[src/rtl/lcd_bus_arbiter_if.sv]
// Write port of one requester into the character-LCD bus arbiter.
// The requester drives valid/rs/data/lock; the arbiter answers with ready.
interface lcd_bus_arbiter_if;
    logic       valid;
    logic       rs;
    logic [7:0] data;
    logic       lock;
    logic       ready;

    modport master (output valid, rs, data, lock, input ready);
    modport slave  (input valid, rs, data, lock, output ready);
endinterface

[src/rtl/lcd_bus_arbiter.sv]
// Two-requester arbiter and E-strobe timer for an HD44780-style LCD bus.
// Define LCD_ARB_LOCK_WDOG_EN to add the idle-lock watchdog (lock_timeout).
module lcd_bus_arbiter #(
    parameter int CNT1MS          = 100000,
    parameter int E_SETUP_MS      = 1,
    parameter int E_HIGH_MS       = 2,
    parameter int SLOT_MS         = 4,
    parameter int LONG_SLOT_MS    = 8,
    parameter int LOCK_TIMEOUT_MS = 20
) (
    input  logic             clk,
    input  logic             resetn,
    lcd_bus_arbiter_if.slave req0,
    lcd_bus_arbiter_if.slave req1,
    output logic             lcd_e,
    output logic             lcd_rs,
    output logic             lcd_rw,
    output logic [7:0]       lcd_data,
    output logic [1:0]       grant,
    output logic             busy,
    output logic             lock_timeout
);

    localparam int MS_MAX = (LONG_SLOT_MS > LOCK_TIMEOUT_MS) ?
                            LONG_SLOT_MS : LOCK_TIMEOUT_MS;
    localparam int CW     = $clog2(CNT1MS + 1);
    localparam int MW     = $clog2(MS_MAX + 1);

    typedef enum logic [1:0] {IDLE, SETUP, PULSE, HOLD} state_t;

    state_t          state, state_d;
    logic [CW-1:0]   cnt_clk, cnt_d;
    logic [MW-1:0]   ms_cnt, ms_d;
    logic            e_d, rs_d;
    logic [7:0]      data_d;
    logic [1:0]      grant_d;
    logic            lock, lock_d;
    logic            last, last_d;
    logic            sel0, sel1;
    logic            tick;
    logic            long_cmd;
    logic [MW-1:0]   slot_ms;
    logic            e_on, e_off, slot_end;

    assign lcd_rw     = 1'b0;
    assign busy       = (state != IDLE);
    assign req0.ready = sel0;
    assign req1.ready = sel1;

    assign tick     = (cnt_clk == CW'(CNT1MS - 1));
    assign long_cmd = !lcd_rs && (lcd_data inside {8'h01, 8'h02, 8'h03});
    assign slot_ms  = long_cmd ? MW'(LONG_SLOT_MS) : MW'(SLOT_MS);
    assign e_on     = tick && (ms_cnt == MW'(E_SETUP_MS - 1));
    assign e_off    = tick && (ms_cnt == MW'(E_SETUP_MS + E_HIGH_MS - 1));
    // Slot ends one cycle early so the next acceptance lands on T + S ms.
    assign slot_end = (ms_cnt == slot_ms - MW'(1)) &&
                      (cnt_clk == CW'(CNT1MS - 2));

    // last == 1 means requester 1 was served most recently.
    always_comb begin
        sel0 = 1'b0;
        sel1 = 1'b0;
        if (state == IDLE) begin
            unique case (1'b1)
                lock: begin
                    sel0 = grant[0] & req0.valid;
                    sel1 = grant[1] & req1.valid;
                end
                !lock && req0.valid && req1.valid: begin
                    sel0 = last;
                    sel1 = !last;
                end
                !lock && !(req0.valid && req1.valid): begin
                    sel0 = req0.valid;
                    sel1 = req1.valid;
                end
            endcase
        end
    end

`ifdef LCD_ARB_LOCK_WDOG_EN
    logic wd_run;
    logic lto_q, lto_d;

    assign wd_run = (state == IDLE) && lock &&
                    ((grant[0] && !req0.valid) ||
                     (grant[1] && !req1.valid));
    assign lock_timeout = lto_q;
`else
    assign lock_timeout = 1'b0;
`endif

    always_comb begin
        state_d = state;
        cnt_d   = cnt_clk;
        ms_d    = ms_cnt;
        e_d     = lcd_e;
        rs_d    = lcd_rs;
        data_d  = lcd_data;
        grant_d = grant;
        lock_d  = lock;
        last_d  = last;
`ifdef LCD_ARB_LOCK_WDOG_EN
        lto_d   = 1'b0;
`endif
        if (state != IDLE) begin
            cnt_d = tick ? '0 : cnt_clk + CW'(1);
            ms_d  = tick ? ms_cnt + MW'(1) : ms_cnt;
        end
        unique case (state)
            IDLE: begin
                cnt_d = '0;
                ms_d  = '0;
`ifdef LCD_ARB_LOCK_WDOG_EN
                if (wd_run) begin
                    cnt_d = tick ? '0 : cnt_clk + CW'(1);
                    ms_d  = tick ? ms_cnt + MW'(1) : ms_cnt;
                    if (tick && ms_cnt == MW'(LOCK_TIMEOUT_MS - 1)) begin
                        lock_d  = 1'b0;
                        grant_d = 2'b00;
                        lto_d   = 1'b1;
                        cnt_d   = '0;
                        ms_d    = '0;
                    end
                end
`endif
                if (sel0 || sel1) begin
                    rs_d    = sel1 ? req1.rs   : req0.rs;
                    data_d  = sel1 ? req1.data : req0.data;
                    lock_d  = sel1 ? req1.lock : req0.lock;
                    grant_d = {sel1, sel0};
                    last_d  = sel1;
                    cnt_d   = '0;
                    ms_d    = '0;
                    state_d = SETUP;
                end
            end
            SETUP: begin
                if (e_on) begin
                    e_d     = 1'b1;
                    state_d = PULSE;
                end
            end
            PULSE: begin
                if (e_off) begin
                    e_d     = 1'b0;
                    state_d = HOLD;
                end
            end
            HOLD: begin
                if (slot_end) begin
                    state_d = IDLE;
                    cnt_d   = '0;
                    ms_d    = '0;
                    if (!lock) grant_d = 2'b00;
                end
            end
        endcase
    end

    always_ff @(posedge clk or negedge resetn) begin
        if (!resetn) begin
            state    <= IDLE;
            cnt_clk  <= '0;
            ms_cnt   <= '0;
            lcd_e    <= 1'b0;
            lcd_rs   <= 1'b0;
            lcd_data <= 8'h00;
            grant    <= 2'b00;
            lock     <= 1'b0;
            last     <= 1'b1;
        end else begin
            state    <= state_d;
            cnt_clk  <= cnt_d;
            ms_cnt   <= ms_d;
            lcd_e    <= e_d;
            lcd_rs   <= rs_d;
            lcd_data <= data_d;
            grant    <= grant_d;
            lock     <= lock_d;
            last     <= last_d;
        end
    end

`ifdef LCD_ARB_LOCK_WDOG_EN
    always_ff @(posedge clk or negedge resetn) begin
        if (!resetn) lto_q <= 1'b0;
        else         lto_q <= lto_d;
    end
`endif

endmodule

[src/flat_wrapper.sv]
// flat-port wrapper written by rule: the top's interface ports become plain ports
module lcd_bus_arbiter_flat 
#(
    parameter int CNT1MS          = 100000,
    parameter int E_SETUP_MS      = 1,
    parameter int E_HIGH_MS       = 2,
    parameter int SLOT_MS         = 4,
    parameter int LONG_SLOT_MS    = 8,
    parameter int LOCK_TIMEOUT_MS = 20
)
  (clk, resetn, lcd_e, lcd_rs, lcd_rw, lcd_data, grant, busy, lock_timeout, req0_valid, req0_rs, req0_data, req0_lock, req0_ready, req1_valid, req1_rs, req1_data, req1_lock, req1_ready);
  lcd_bus_arbiter_if req0_i ();
  lcd_bus_arbiter_if req1_i ();
  input  logic clk;
  input  logic resetn;
  output logic lcd_e;
  output logic lcd_rs;
  output logic lcd_rw;
  output logic [7:0] lcd_data;
  output logic [1:0] grant;
  output logic busy;
  output logic lock_timeout;
  input wire logic [$bits(req0_i.valid)-1:0] req0_valid;
  input wire logic [$bits(req0_i.rs)-1:0] req0_rs;
  input wire logic [$bits(req0_i.data)-1:0] req0_data;
  input wire logic [$bits(req0_i.lock)-1:0] req0_lock;
  output wire logic [$bits(req0_i.ready)-1:0] req0_ready;
  input wire logic [$bits(req1_i.valid)-1:0] req1_valid;
  input wire logic [$bits(req1_i.rs)-1:0] req1_rs;
  input wire logic [$bits(req1_i.data)-1:0] req1_data;
  input wire logic [$bits(req1_i.lock)-1:0] req1_lock;
  output wire logic [$bits(req1_i.ready)-1:0] req1_ready;
  assign req0_i.valid = req0_valid;
  assign req0_i.rs = req0_rs;
  assign req0_i.data = req0_data;
  assign req0_i.lock = req0_lock;
  assign req0_ready = req0_i.ready;
  assign req1_i.valid = req1_valid;
  assign req1_i.rs = req1_rs;
  assign req1_i.data = req1_data;
  assign req1_i.lock = req1_lock;
  assign req1_ready = req1_i.ready;
  lcd_bus_arbiter #(.CNT1MS(CNT1MS), .E_SETUP_MS(E_SETUP_MS), .E_HIGH_MS(E_HIGH_MS), .SLOT_MS(SLOT_MS), .LONG_SLOT_MS(LONG_SLOT_MS), .LOCK_TIMEOUT_MS(LOCK_TIMEOUT_MS)) u_core (.clk(clk), .resetn(resetn), .req0(req0_i), .req1(req1_i), .lcd_e(lcd_e), .lcd_rs(lcd_rs), .lcd_rw(lcd_rw), .lcd_data(lcd_data), .grant(grant), .busy(busy), .lock_timeout(lock_timeout));
endmodule
[config.mk]
export PLATFORM = sky130hd
export DESIGN_NAME = lcd_bus_arbiter_flat
export DESIGN_NICKNAME = d
export VERILOG_FILES = /design/src/rtl/lcd_bus_arbiter_if.sv /design/src/rtl/lcd_bus_arbiter.sv /design/src/flat_wrapper.sv
export SDC_FILE = /design/constraint.sdc
export NUM_CORES = 1
export LEC_CHECK = 0
export CAP_MARGIN = 20
export CORE_UTILIZATION = 51
export CTS_BUF_LIST = sky130_fd_sc_hd__clkbuf_16
export CTS_CLUSTER_DIAMETER = 50
export DETAILED_ROUTE_END_ITERATION = 8
export PLACE_DENSITY = 0.85
export SLEW_MARGIN = 40
export SYNTH_ARGS = -nofsm -noshare
export SYNTH_HDL_FRONTEND = slang
export SYNTH_SLANG_ARGS = --single-unit
[constraint.sdc]
create_clock -name clk -period 2.7 [get_ports clk]
set_clock_uncertainty 0.05 [all_clocks]
set_input_delay 0.54 -clock clk [delete_from_list [all_inputs] [get_ports clk]]
set_output_delay 0.54 -clock clk [all_outputs]
set_load 0.005 [all_outputs]
==> metrics.cfg <==
[outcome]
outcome = complete, no violations

[power_and_ir_drop]
vdd_drop_max_mv = 0.517
p_per_area_mw_per_mm2 = 919
p_sw_share_pct = 34.9
power_frac_seq_pct = 35.8
pwr-share-comb_pct = 41.5
power.switching_uw = 843
p_leak_uw = 0.00112
p_int_uw = 1570
p_clk_share_pct = 22.7

[die]
core_area_mm2 = 0.00377
die_area_mm2 = 0.00433
std_cell_rows = 22
ioPinCount = 41
die_h_um = 65.8
fp.dieW_um = 65.8
initial_core_util_pct = 55.0

[worst_setup_path]
rr_endpoint = u_core.state[1]$_DFFE_PN0P_
worstReg2RegStart = u_core.lcd_data[3]$_DFFE_PN0P_
rrSetupSlack_ps = 200
arrival_ps = 1940
critPathLaunchType = flop
crit_path_end_kind = primary output
required_ps = 2110
worstPathMaxFanout = 5
worstSetupPathType = reg -> out
r2r_cells = 6
crit_start = u_core.state[0]$_DFFE_PN0P_

[layout]
drive_gt1_share_pct = 7.87
regArea_um2 = 952
utilization_pct = 69.7
diodes = 0
num-nets-final = 286
fillers = 269
final_cells = 302
syn_to_final_growth_pct = 26.8
multi_input_area_mm2 = 0.00102

[yosys]
yosys_most_used_dff = dfrtp_1
async_flop_share_pct = 100
yosysTopAreaCellShare_pct = 44.6
avgSynthCellArea_um2 = 9.93
ys_types = 43
ys_warn_count = 0
synth_area_mm2 = 0.00207
synth_cells = 209
synth_edf_count = 0
synth_largest_area_cell = dfrtp_1
ys_seq_area_share_pct = 45.9
synth.top_cells.by_area = dfrtp_1 (45%), ha_1 (5.4%), xor2_1 (5.1%)
ys_ff_latch = 38

[run]
maxCapViolCount = 0

[routing]
drt_pass1_iterations = 5
drt-initial-drc-count = 75
ant_nets = 0
routed_wl_um = 4430
vias = 1655
viasPerCell = 5.48
wire_per_inst_um = 14.7
route.detailed.drc = 0

[timing]
max_freq_ghz = 0.395
period_minus_slack_ps = 2530
timing.hold.ws_ps = 174
hold_viol = 0
worst_slew_pin_slew_ps = 561
grt_setup_unrepaired = false
setup_violations = 0
fin_crit_sh_pct = 93.8
drv_slew = 0
slew_headroom_pct = 62.1
fin_setup_tns_ps = 0

[clock_network]
cts_buffers = 5
clock_latency_ps = 280
clock_tree.root_cell = clkbuf_16
htree_levels = 2
postCtsHoldBufs = 0
cts_buffer_depth = 2
numClockSinks = 38
cts.clk_slew.worst_paths_ps = 50
postCtsSetupBuffers = 0
cts_tree = built
cts_resized = 0

[placed_design]
placedCellCount = 294
port_buffers = 38
gp_congestion = 0.751
hpwlAfterDp_um = 3200

[global_route]
grtUsageTotal_pct = 23.7
grt_overflow_total = 0
grt_pass1_wl_um = 7620
grt_pass1_vias = 1617
grt_max_degree = 39
antenna_found_initial = 0

[hold_path]
hp-class = in -> async

[per-layer routing]
layer | vias up | part of all wire [%] | track usage, % | wire length (um)
met2 | 51 | 47 | 34.4 | 2090
met3 | 10 | 5.0 | 5.86 | 223
met4 | 0 | 1.9 | 9.78 | 83
li1 | 804 | - | - | -
met1 | 790 | 46 | 33.3 | 2040
met5 | - | 0 | 0 | 0
[area by class of cell]
class,instances,area share (%)
clock buffer,5,4.76
clock inverter,3,0.476
inverter,10,1.43
multi-input combinational,154,38.8
sequential,38,36.2
tap,48,2.28
timing repair buffer,44,16.1
[stage by stage]
stage	setup WS, ps	total power, uW	area (um2)
2_1_floorplan	277	1530	2080
3_3_place_gp	239	1830	2490
3_5_place_dp	201	1860	2490
4_1_cts	148	2430	2630
5_1_grt	35.5	2580	2630
6_report	168	2420	2630
[cell usage in the layout (no fill, tap or decap), types with 2 or more instances in the layout]
master	count
and4_1	3
clkbuf_16	5
nor4bb_1	2
nand4_1	6
xor2_1	12
and3_1	2
nor4_1	2
ha_1	9
nand2_1	21
o2bb2ai_1	2
dfrtp_1	37
conb_1	2
inv_1	11
nor2_1	27
xnor2_1	7
nor2b_1	2
a21oi_1	7
buf_4	7
o21ai_0	13
clkdlybuf4s50_1	37
or3_1	2
and2_1	2
nand3_1	6
mux2i_1	10
[synthesized netlist by cell type (2+ instances only)]
cell type and n:
o21ai_0 13, buf_6 2, dfrtp_1 37, mux2i_1 10, nor2_1 27, nand2_1 21, xor2_1 12, and4_1 3
ha_1 9, nand4_1 6, clkbuf_1 3, xnor2_1 7, nand3_1 6, and3_1 2, a21oi_1 7, buf_4 2
nor4_1 2, and2_1 2, inv_1 10, nor2b_1 2, nor4bb_1 2, o2bb2ai_1 2, or3_1 2
[sequential cells by signal, summed over array words and instances (netlist names)]
name,flops
u_core.lcd_e,1
u_core.lock,1
u_core.last,1
u_core.state,2
u_core.cnt_clk,17
u_core.grant,2
u_core.lcd_data,8
u_core.lcd_rs,1
u_core.ms_cnt,5
[power by group through the flow]
stage	clock, uW	combinational (uW)	sequential [uW]
finish	548	1000	864
global route	580	1110	887
CTS	553	1010	863
detailed placement	0	997	867
global placement	0	973	861
floorplan	0	686	841
[worst max path at each step]
stage                                        endpoint
final                                      req0_ready
after global routing                       req0_ready
after CTS                                  req0_ready
after detailed placement  u_core.state[1]$_DFFE_PN0P_
after global placement                     req0_ready
after floorplan           u_core.state[1]$_DFFE_PN0P_
[cell families (layout without fill, tap and decap cells)]
family	after synthesis	count (layout)	synth area share, %
and+or+nand+nor	84	84	21.0
DFF	38	38	45.9
AOI/OAI and AO/OA	29	29	8.99
xor gates and xnor gates	19	19	8.02
buffers and inverters	18	62	5.13
muxes	11	11	5.37
adders and majority gates	9	9	5.43
other	1	2	0.181
[worst max-delay path, stage by stage, from the launching register on]
cell,delay (ps)
dfrtp_1,420
inv_1,100
ha_1,250
o211ai_1,140
a21oi_1,200
clkdlybuf4s50_1,540
Power figures use the tool's default switching activity.
